### src/rtl/fetch_sequencer.sv
// fetch_sequencer
//
// Program-counter sequencer for the fetch stage. It produces the word address
// into a registered instruction memory, drives that memory's stall and kill
// inputs, and tracks whether the word the memory currently presents is on the
// correct path. Redirects come from decode/execute as jump/branch, CALL or RET.
// CALL/RET targets resolve through an optional return-address stack.
//
// Build option: define FETCH_RAS_EN to include the return-address stack.
// Without it, CALL acts as a plain jump, RET uses redir_target, and the
// stack flags are tied low.
//
// Parameters:
//   RESET_PC   - first address fetched after reset
//   RAS_DEPTH  - return-stack entries (power of two, 2..16)
//
// Ports:
//   clk           in  rising-edge clock
//   reset         in  asynchronous active-low reset
//   stall_in      in  hazard unit requests fetch hold
//   redir_valid   in  redirect request this cycle
//   redir_kind    in  2'b00 jump/branch, 2'b01 CALL, 2'b10 RET, 2'b11 as jump
//   redir_target  in  target for jump/CALL, fallback for RET on empty stack
//   redir_link    in  return address pushed on CALL
//   pc            out registered address to instruction memory
//   imem_stall    out memory stall (hold requested and no redirect)
//   imem_kill     out memory kill (redirect accepted this cycle)
//   fetch_valid   out memory output word is on the correct path
//   ras_overflow  out sticky: CALL pushed onto a full stack
//   ras_underflow out sticky: RET on an empty stack
module fetch_sequencer #(
    parameter logic [15:0] RESET_PC  = 16'h0000,
    parameter int          RAS_DEPTH = 4
) (
    input  logic        clk,
    input  logic        reset,
    input  logic        stall_in,
    input  logic        redir_valid,
    input  logic [1:0]  redir_kind,
    input  logic [15:0] redir_target,
    input  logic [15:0] redir_link,
    output logic [15:0] pc,
    output logic        imem_stall,
    output logic        imem_kill,
    output logic        fetch_valid,
    output logic        ras_overflow,
    output logic        ras_underflow
);

    logic [15:0] target;

    // A redirect always wins over a hold request from the hazard unit.
    assign imem_stall = stall_in & ~redir_valid;
    assign imem_kill  = redir_valid;

`ifdef FETCH_RAS_EN
    localparam logic [1:0] KIND_CALL = 2'b01;
    localparam logic [1:0] KIND_RET  = 2'b10;
    localparam int         PTR_W     = $clog2(RAS_DEPTH);
    localparam int         CNT_W     = PTR_W + 1;
    localparam logic [CNT_W-1:0] CNT_FULL = CNT_W'(RAS_DEPTH);

    logic [15:0]      ras_mem [RAS_DEPTH];
    logic [PTR_W-1:0] sp;       // next free slot; also the oldest slot when full
    logic [CNT_W-1:0] cnt;
    logic [PTR_W-1:0] top_idx;
    logic             is_call;
    logic             is_ret;
    logic             ras_empty;
    logic             ras_full;

    assign is_call   = redir_valid && (redir_kind == KIND_CALL);
    assign is_ret    = redir_valid && (redir_kind == KIND_RET);
    assign ras_empty = (cnt == '0);
    assign ras_full  = (cnt == CNT_FULL);
    assign top_idx   = sp - 1'b1;

    always_comb begin
        target = redir_target;
        if (is_ret && !ras_empty) begin
            target = ras_mem[top_idx];
        end
    end

    // Stack control. A push onto a full stack overwrites the oldest entry,
    // which is exactly the slot sp points at once the ring has wrapped.
    always_ff @(posedge clk or negedge reset) begin
        if (!reset) begin
            sp            <= '0;
            cnt           <= '0;
            ras_overflow  <= 1'b0;
            ras_underflow <= 1'b0;
        end else if (is_call) begin
            sp <= sp + 1'b1;
            if (ras_full) begin
                ras_overflow <= 1'b1;
            end else begin
                cnt <= cnt + 1'b1;
            end
        end else if (is_ret) begin
            if (ras_empty) begin
                ras_underflow <= 1'b1;
            end else begin
                sp  <= top_idx;
                cnt <= cnt - 1'b1;
            end
        end
    end

    // Stack storage carries no reset; a zero count makes stale entries invisible.
    always_ff @(posedge clk) begin
        if (is_call) begin
            ras_mem[sp] <= redir_link;
        end
    end
`else
    logic unused_redir;

    assign target        = redir_target;
    assign ras_overflow  = 1'b0;
    assign ras_underflow = 1'b0;
    assign unused_redir  = ^{redir_kind, redir_link};
`endif

    // PC and path-validity register. The memory latches the old-path word on a
    // redirect edge, so validity drops for exactly that slot.
    always_ff @(posedge clk or negedge reset) begin
        if (!reset) begin
            pc          <= RESET_PC;
            fetch_valid <= 1'b0;
        end else if (redir_valid) begin
            pc          <= target;
            fetch_valid <= 1'b0;
        end else if (!stall_in) begin
            pc          <= pc + 16'd1;
            fetch_valid <= 1'b1;
        end
    end

endmodule

### config.mk
export PLATFORM = sky130hd
export DESIGN_NAME = fetch_sequencer
export DESIGN_NICKNAME = d
export VERILOG_FILES = /design/src/rtl/fetch_sequencer.sv
export SDC_FILE = /design/constraint.sdc
export NUM_CORES = 1
export LEC_CHECK = 0
export BUFFER_PORTS_ARGS = -buffer_cell sky130_fd_sc_hd__buf_4
export CORE_UTILIZATION = 25
export DETAILED_ROUTE_END_ITERATION = 7
export MAX_ROUTING_LAYER = met4
export PLACE_DENSITY = 0.5
export SETUP_SLACK_MARGIN = 0.4
export SLEW_MARGIN = 20
export SYNTH_ARGS = -nofsm -noshare
export SYNTH_HDL_FRONTEND = slang
export SYNTH_SLANG_ARGS = --single-unit
### constraint.sdc
create_clock -name clk -period 1.2 [get_ports clk]
set_input_delay 0.24 -clock clk [delete_from_list [all_inputs] [get_ports clk]]
set_output_delay 0.24 -clock clk [all_outputs]
set_load 0.02 [all_outputs]
==> key figures <==
CTS
  – Cts bufs inserted: 3
  – # clock sinks: 17
  – Reg clk slew, reported paths: 0.07 ns
  – CTS tree: done
  – Clk root buf: clkbuf_8
  – Clk_lat worst skew: 0.25 ns
  – H-tree depth: 1
  – CTS Buffer Depth: 2

Critical path
  – Slowest stage delay, CP: 0.46 ns
  – Worst path arrival time: 1.13 ns
  – WS Path Type: reg2out
  – CP most frequent cell: buf_4
  – CP Data Required Time: 0.96 ns
  – Worst path top cell family by delay: flip-flops
  – CP Capture Type: output port
  – Worst r2r src: pc[2]
  – Worst-path fanout max: 4
  – R2r setup slk: -0.11 ns
  – Slowest-stage cell, CP: dfrtp_2
  – CP Buf/Inv Count: 3
  – R2R cell count: 4
  – Crit-path cells: buf_4, buf_6, buf_4
  – Startpoint types: flip-flop
  – R2R Path End: pc[13]

Logic synthesis
  – Number of synthesized flops with an enable pin: 0
  – Largest family of logic cells by synthesized area: simple AND/OR/NAND/NOR gates
  – Simple-Gate Fraction of Synth Area: 30.0%
  – Synth Area in Adders: 1.21%
  – Yosys Warn Count: 0
  – Post-synthesis compound-gate area fraction: 9.22%
  – Seq/Total Area, Yosys: 41.3%
  – Syn Std Cell Area: 0.00103 mm2
  – Yosys cell types: 30
  – Post-synthesis cell count: 108
  – Post-synthesis mux area share: 0.971%
  – #FFs+latches synth: 17
  – Async S/R FF share, synth: 100%
  – Most used flip-flop cell after synthesis: dfrtp_1
  – Synthesized area per cell: 9.55 um2
  – XOR/XNOR Fraction of Synth Area: 11.0%

Place
  – Hpwl dp: 2030 um
  – Pre-CTS WS: -0.141 ns
  – Placed Cells: 209
  – Port Buffer Count: 38
  – Gpl congestion: 0.744
  – Area after DPL: 0.00158 mm2

Routing
  – Drt wl/cell: 13.1 um
  – Via count: 1098
  – Initial DRC count: 32
  – Drt total wl: 3140 um
  – # DRC: 0
  – Vias per cell: 4.58
  – Final ANT Viol Nets: 0
  – DRT Pass-1 Iters: 4

Die
  – Die X-Extent: 66.2 um
  – FP Rows: 22
  – Starting Density: 27.1%
  – CORE AREA: 0.00380 mm2
  – Die area: 0.00439 mm2
  – Die H: 66.2 um
  – IO Pins: 59

Global route
  – Global-route wire length before repair: 4930 um
  – Vias in the first global route: 1061
  – All-Layer GR Usage: 15.4%
  – Initial antenna violation count: 0
  – Maximum number of pins on one net before global-route repair: 24
  – Grt ovf: 0

Flow run
  – Max Cap Violations: 0

Layout
  – Final #Nets: 232
  – # fillers: 352
  – Multi-input gate area: 706 um2
  – Most common cell after layout, fill and taps aside: buf_4
  – Non-Filler Instances: 240
  – Commonest cells after routing, fill and taps aside: 49 x buf_4, 34 x buf_6, 19 x nand2_1, 14 x o21ai_1, 12 x dfrtp_2
  – Number of antenna diodes: 0
  – Layout cells sized above 1: 65.1%
  – Area delta synth->final: 102%
  – Post-layout util: 54.8%
  – Reg area: 440 um2
  – Final instance area: 0.00208 mm2

Power and ir drop
  – Max rail drop VDD: 513 uV
  – Pwr/cell area: 932 mW/mm2
  – Leak: 0.000970 uW

STA
  – Final setup fails: 17
  – Setup TNS: -1.34 ns
  – Final period util: 114%
  – Minimum clock period: 1.37 ns
  – Max-slew violations: 0
  – Final setup margin: -0.169 ns
  – RSZ-0062 raised after global routing: yes
  – Skew final: 0.00494 ns
  – Final Hold Viols: 0
  – F_max: 730 MHz

Hold path
  – Hold crit path type: in2reg
  – Worst hold start: redir_target[15]
  – Hold Path Depth: 3
  – Hold Path End: pc[15]

Outcome
  – Failing checks: setup timing
  – Status: finished with violations
==> metrics by stage <==
stage	hold WS, ns	total power, uW
4_1_cts	0.190	1910
6_report	0.199	1940
5_1_grt	0.198	2060
2_1_floorplan	-0.0556	995
3_5_place_dp	0.131	1270
3_3_place_gp	0.122	1260
==> cell usage after synthesis, drive strengths merged (2+ instances only) <==
| cell type | count | area (um2) |
|---|---|---|
| dfrtp | 17 | 425 |
| inv | 3 | 11.3 |
| o21ai | 14 | 70.1 |
| nand4b | 2 | 38.8 |
| nand4 | 4 | 37.5 |
| nand3 | 4 | 25.0 |
| nand2 | 20 | 75.1 |
| nor2 | 6 | 22.5 |
| xor2 | 3 | 26.3 |
| nor4 | 4 | 58.8 |
| buf | 5 | 38.8 |
| clkbuf | 3 | 11.3 |
| xnor2 | 10 | 87.6 |
| nor2b | 2 | 12.5 |
| nor3 | 3 | 15.0 |
==> cell families (layout without fill, tap and decap cells) <==
group,Yosys count,count (layout)
AO/OA/AOI/OAI,17,17
XOR/XNOR,13,13
adder cells (fa/ha/maj),1,1
buffers and inverters,11,94
flip-flops,17,17
multiplexers,1,1
other,1,2
AND/OR/NAND/NOR,47,47
==> how the worst max path moves through the flow <==
| stage | slack, ns | cells after the start | start | to |
|---|---|---|---|---|
| floorplan | -0.15 | 4 | pc[9] | pc[13] |
| global placement | -0.12 | 4 | pc[3] | pc[13] |
| detailed placement | -0.14 | 5 | stall_in | pc[13] |
| CTS | -0.13 | 4 | pc[2] | pc[13] |
| global route | -0.20 | 3 | pc[2] | pc[2] |
| finish | -0.17 | 3 | pc[2] | pc[2] |
==> registers in the layout, indices dropped and copies added (netlist names) <==
| signal | flops |
|---|---|
| fetch_valid | 1 |
| pc | 16 |
==> worst reg2reg max path: cells and delay by family (launching register included) <==
family	cells	cell delay, ns
simple gates	3	0.51
compound gates	1	0.26
flops	1	0.44
==> area by class of cell <==
type / count / share of cell area [%]
inverter: 3 / 0.541
sequential: 17 / 21.1
clock buffer: 4 / 2.16
tap: 48 / 2.88
multi-input combinational: 81 / 33.9
timing repair buffer: 87 / 39.4
==> power by group <==
group          internal, uW  leakage (uW)  switching (uW)  total, uW
Combinational           457      0.000754             326        784
Clock                   236     0.0000228             197        433
Sequential              637      0.000193            87.5        725
==> layer usage <==
layer | vias up | track usage (%) | part of all wire [%]
met1 | 524 | 19.0 | 44
met2 | 33 | 26.0 | 51
met4 | 0 | 2.39 | 0.29
met3 | 2 | 3.62 | 4.7
li1 | 539 | - | -
met5 | - | - | 0
==> repair_timing <==
action                                 CTS  global route
endpoints found under the hold margin   17             0
hold buffers                             1             0
gates resized for setup                 44            10
setup endpoints to repair               35            34
gates cloned                             0             0
pin swaps                                9             6
setup buffers                           20             6
(Power assumes the default switching activity.)
